--- src/rtl/vgafb_fmlfetch.sv ---
// Framebuffer fetch: FML 4-beat bursts into a word FIFO, unpacked to an RGB565 pixel stream.
// Define VGAFB_FMLFETCH_LE_EN to emit the low half-word of each FIFO word first.
`timescale 1ns/1ps
module vgafb_fmlfetch #(
    parameter int unsigned fifo_depth_log2 = 5
) (
    input  logic        sys_clk,
    input  logic        vga_rst,
    input  logic [31:0] baseaddress,
    output logic        baseaddress_ack,
    input  logic [18:0] nbursts,
    output logic [31:0] fml_adr,
    output logic        fml_stb,
    input  logic        fml_ack,
    input  logic [31:0] fml_di,
    output logic        pixel_valid,
    output logic [15:0] pixel,
    input  logic        pixel_ack
);

    localparam int unsigned AW = fifo_depth_log2;
    localparam int unsigned Depth = 1 << AW;
    // Highest occupancy that still leaves room for a full burst.
    localparam logic [AW:0] MaxFill = (AW + 1)'(Depth - 4);

    typedef enum logic [1:0] {StStart, StReq, StData} state_e;

    state_e        state_q;
    logic [18:0]   bcnt_q;
    logic [18:0]   nlast_q;
    logic [1:0]    beat_q;

    logic [31:0]   mem_q [Depth];
    logic [AW-1:0] wr_ptr_q;
    logic [AW-1:0] rd_ptr_q;
    logic [AW:0]   count_q;
    logic          half_q;
    logic          wr_en;
    logic          rd_en;
    logic          take;
    logic [31:0]   head;

    assign wr_en       = (state_q == StData);
    assign pixel_valid = (count_q != '0);
    assign take        = pixel_valid && pixel_ack;
    assign rd_en       = take && half_q;
    assign head        = mem_q[rd_ptr_q];

`ifdef VGAFB_FMLFETCH_LE_EN
    assign pixel = half_q ? head[31:16] : head[15:0];
`else
    assign pixel = half_q ? head[15:0] : head[31:16];
`endif

    always_ff @(posedge sys_clk or posedge vga_rst) begin
        if (vga_rst) begin
            state_q         <= StStart;
            fml_stb         <= 1'b0;
            fml_adr         <= 32'd0;
            baseaddress_ack <= 1'b0;
            bcnt_q          <= 19'd0;
            nlast_q         <= 19'd0;
            beat_q          <= 2'd0;
        end else begin
            baseaddress_ack <= 1'b0;
            unique case (state_q)
                StStart: begin
                    fml_adr         <= {baseaddress[31:4], 4'h0};
                    bcnt_q          <= 19'd0;
                    nlast_q         <= (nbursts == 19'd0) ? 19'd0 : nbursts - 19'd1;
                    baseaddress_ack <= 1'b1;
                    state_q         <= StReq;
                end
                StReq: begin
                    // Once raised, the strobe is held until accepted.
                    if (fml_stb) begin
                        if (fml_ack) begin
                            fml_stb <= 1'b0;
                            beat_q  <= 2'd0;
                            state_q <= StData;
                        end
                    end else if (count_q <= MaxFill) begin
                        fml_stb <= 1'b1;
                    end
                end
                StData: begin
                    beat_q <= beat_q + 2'd1;
                    if (beat_q == 2'd3) begin
                        if (bcnt_q == nlast_q) begin
                            state_q <= StStart;
                        end else begin
                            bcnt_q  <= bcnt_q + 19'd1;
                            fml_adr <= fml_adr + 32'd16;
                            state_q <= StReq;
                        end
                    end
                end
                default: state_q <= StStart;
            endcase
        end
    end

    always_ff @(posedge sys_clk or posedge vga_rst) begin
        if (vga_rst) begin
            wr_ptr_q <= '0;
            rd_ptr_q <= '0;
            count_q  <= '0;
            half_q   <= 1'b0;
        end else begin
            if (wr_en) wr_ptr_q <= wr_ptr_q + AW'(1);
            if (rd_en) rd_ptr_q <= rd_ptr_q + AW'(1);
            if (take) half_q <= ~half_q;
            if (wr_en && !rd_en) count_q <= count_q + (AW + 1)'(1);
            else if (!wr_en && rd_en) count_q <= count_q - (AW + 1)'(1);
        end
    end

    always_ff @(posedge sys_clk) begin
        if (wr_en) mem_q[wr_ptr_q] <= fml_di;
    end

endmodule
--- config.mk ---
export PLATFORM = sky130hd
export DESIGN_NAME = vgafb_fmlfetch
export DESIGN_NICKNAME = d
export VERILOG_FILES = /design/src/rtl/vgafb_fmlfetch.sv
export SDC_FILE = /design/constraint.sdc
export NUM_CORES = 1
export LEC_CHECK = 0
export BUFFER_PORTS_ARGS = -buffer_cell sky130_fd_sc_hd__buf_2
export CORE_MARGIN = 1.5
export CORE_UTILIZATION = 56
export CTS_CLUSTER_DIAMETER = 120
export CTS_CLUSTER_SIZE = 40
export DETAILED_ROUTE_END_ITERATION = 10
export GPL_ROUTABILITY_DRIVEN = 1
export HOLD_SLACK_MARGIN = 0.08
export PLACE_DENSITY = 0.8
export SLEW_MARGIN = 10
export SYNTH_ARGS = -nofsm -noshare
export SYNTH_HDL_FRONTEND = slang
export SYNTH_SLANG_ARGS = --single-unit
--- constraint.sdc ---
create_clock -name sys_clk -period 3.3 [get_ports sys_clk]
set_input_delay 0 -clock sys_clk [delete_from_list [all_inputs] [get_ports sys_clk]]
set_output_delay 0 -clock sys_clk [all_outputs]
set_load 0.05 [all_outputs]
==> results.md <==
- Outcome: completed
- Nets: roughly 2.7k
- CTS tree: built
- Sw Ratio: 0.356
- WHS: 0.166 ns
- Tot GR Track Use: 0.257
- Post-synth cell types: between 60 and 70
- CTS clock-pin slew for the worst setup and hold paths: 0.13 ns
- RSZ-0062 raised after global routing: true
- Pins over their slew limit: 0
- CP Class: reg -> out
- Static Leak: around 16 nW
- Primary FF master, synth: edfxtp_1
- Antenna violations before repair: 2
- Worst setup SP type: flip-flop
- Hold Path Class: in -> reg
- Maximum clock rate: between 300 and 400 MHz
- Synth Area in Simple Gates: 0.0330
- Core area: between 70000 and 80000 µm²
- Vias in the first global route: between 20k and 25k
- H-tree levels: 2
- Worst Path Arrival: about 3.3 ns
- # rows: 102
- Fillers: approximately 5.2k
- Compound-Gate Fraction of Synth Area: 0.0531
- First-pass GRT wire length: ~150 mm
- Int Power: about 24 mW
- Max Root-Sink Buffers: 3
- Via Count: ~24k
- Syn. warnings: 0
- Commonest non-fill, non-tap cells in the layout: 1024 x edfxtp_1, 193 x mux4_2, 168 x mux2i_1
- Crit. End Element: output pin
- Final hold violations: 0
- Area taken by multi-input logic gates: approximately 11000 µm²
- Max-cap violation count: 0
- Clock Sinks: about 1.1k
- Die area: 80700 µm²
- Die Wd: about 280 µm
- Most common cell after layout, fill and taps aside: edfxtp_1
- DRT iter0 DRCs: 2977
- Final Cycle Share: 0.985
- Slew margin rel.: 0.439
- Placed cell count: 3499
- Cell Area, Synth: between 40000 and 50000 µm²
- Drt total wl: slightly above 100 mm
- DR pass1 iterations: 5
- Layout cells sized above 1: 0.212
- Final design utilization: 0.633
- Main combinational cell family by area after synthesis: multiplexers
- Cell count after synthesis: 2365
- CTS root buf: clkbuf_16
- Pre-CTS setup slack: just over 0.4 ns
- Power per cell area: 744 nW/µm²
- Sequential power share: 0.457
- Syn Area/Cell: roughly 19 µm²
- DR vias/cell: around 6.5
- Final WS setup: roughly 0.048 ns
- Count of port buffers added during placement: roughly 130
- Synthesized flop and latch total: roughly 1.1k
- HPWL Detailed: 60.2 mm
- Largest net degree at the start of global routing: 69
- Switching Power: between 10 and 15 mW
- CP Max Fanout: 11
- Io pins: around 140
- Post-route DRC: 0
- Synth Area in Adders: 0.00441
- Post-Synth XOR/XNOR Area: 0.00971
- Number of flops mapped to enable cells by yosys: 1024
- Initial core utilization: 0.568
- Die Ht: ~280 µm
- Combinational share of power: 0.382
- Per-cell routed wire length: between 20 and 30 µm
- Worst Path Required: 3.30 ns
- Clock Power Share: 0.161
- Final min period: between 3 and 4 ns
- Num CTS Buffers: 34
- Sequential cell area: 33000 µm²
- Register area share after synthesis: 0.746
- Worst skew pair latency: between 0.6 and 0.7 ns
- Final ANT Viol Nets: 0
- Clock Skews: between 0.04 and 0.05 ns
- Final setup vio count: 0
- Layout area overhead: 11.4%
- Final Wtd Congestion: a little over 0.8
- Setup TNS: 0 ns
- Non-filler instance count after layout: approximately 3.7k
- Reg-to-reg slack, setup: ~0.45 ns
- Share of flip-flops with an asynchronous set or reset: 0.0800
- Worst-margin pin slew: around 0.84 ns
- Grt total ovfl: 0
- Peak supply drop: between 0.7 and 0.8 mV
- Mux share of post-synthesis cell area: 0.138
-- power groups by stage --
stage	Sequential [mW]	Clock (mW)	Combinational [mW]
floorplan	17.3	0	8.78
global route	16.8	6.37	14.8
CTS	16.7	5.94	13.5
global placement	17.0	0	12.7
detailed placement	17.1	0	13.1
finish	16.7	5.90	14.0
-- what timing repair did --
action / in CTS / in global routing
gates resized for setup: 15 / 29
gates cloned: 0 / 3
pin swaps: 1 / 3
setup buffers: 5 / 8
hold buffers: 102 / 0
setup endpoints to repair: 14 / 16
endpoints found under the hold margin: 1171 / 0
-- state kept, by name, summed over array words and instances (netlist names) --
| name | flops |
|---|---|
| mem_q | 1024 |
| fml_adr | 28 |
| bcnt_q | 19 |
| nlast_q | 19 |
| count_q | 6 |
| rd_ptr_q | 5 |
| wr_ptr_q | 5 |
| beat_q | 2 |
| state_q | 2 |
| baseaddress_ack | 1 |
| fml_stb | 1 |
| half_q | 1 |
-- cell families (layout without fill, tap and decap cells) --
group / after synthesis / in the layout
and+or+nand+nor: 300 / 300
DFF: 1113 / 1113
other: 1 / 5
xor gates and xnor gates: 49 / 49
muxes: 369 / 369
adders and majority gates: 15 / 15
AOI/OAI and AO/OA: 361 / 361
buffers and inverters: 157 / 414
-- path summary, 6_finish.rpt --
kind	startpoint	endpoint	cells after the start
setup / recovery	rd_ptr_q[0]	pixel[9]	8
hold / removal	baseaddress[4]	fml_adr[4]	4
setup reg to reg	count_q[2]	count_q[5]	13
hold reg to reg	nlast_q[18]	nlast_q[18]	2
max in group asynchronous	vga_rst	fml_adr[20]	5
min in group asynchronous	vga_rst	rd_ptr_q[1]	4
-- cell type report --
cell class                      instances  share of cell area
Multi-Input combinational cell       1098               0.222
Antenna cell                            1           0.0000508
Sequential cell                      1113               0.670
Clock buffer                           41              0.0178
Inverter                               23             0.00178
Tap cell                             1040              0.0264
Clock inverter                          7             0.00178
Timing Repair Buffer                  343              0.0603
-- cell usage after synthesis (all sizes together), types with 23 or more instances --
| cell type | instances | area (µm²) |
|---|---|---|
| edfxtp | 1024 | 30700 |
| mux4 | 193 | 4350 |
| mux2i | 170 | 1700 |
| nor2 | 107 | 402 |
| dfrtp | 89 | 2230 |
| o21ai | 83 | 423 |
| clkbuf | 74 | 278 |
| nand2 | 63 | 236 |
| a21oi | 62 | 310 |
| buf | 60 | 328 |
| a211oi | 51 | 383 |
| o22ai | 49 | 307 |
| nand3 | 31 | 155 |
| a22oi | 30 | 225 |
| xnor2 | 30 | 263 |
| inv | 23 | 86.3 |
-- per-stage QoR --
step / cell area (µm²) / total power, mW
after floorplan: 44200 / 26.1
after global placement: 46900 / 29.8
after detailed placement: 46900 / 30.2
after CTS: 49000 / 36.2
after global routing: 49200 / 38.0
final: 49200 / 36.6
-- routing by layer --
metal,routed length (µm),vias to the layer above,track usage,part of all wire
li1,-,10050,-,-
met4,3220,2,0.0778,0.031
met3,10800,202,0.0379,0.10
met2,51600,1441,0.427,0.50
met5,20,-,0,0.00019
met1,38300,12310,0.356,0.37
-- worst max-delay path, cell delays in order (launching register included) --
cell	delay, ns
dfrtp_4	0.60
buf_4	0.21
clkbuf_16	0.20
mux4_2	0.52
a211oi_1	0.38
nor3_1	0.12
o21ai_2	0.28
a21oi_1	0.08
clkbuf_4	0.22
No activity file was read; power rests on OpenSTA's default activity.
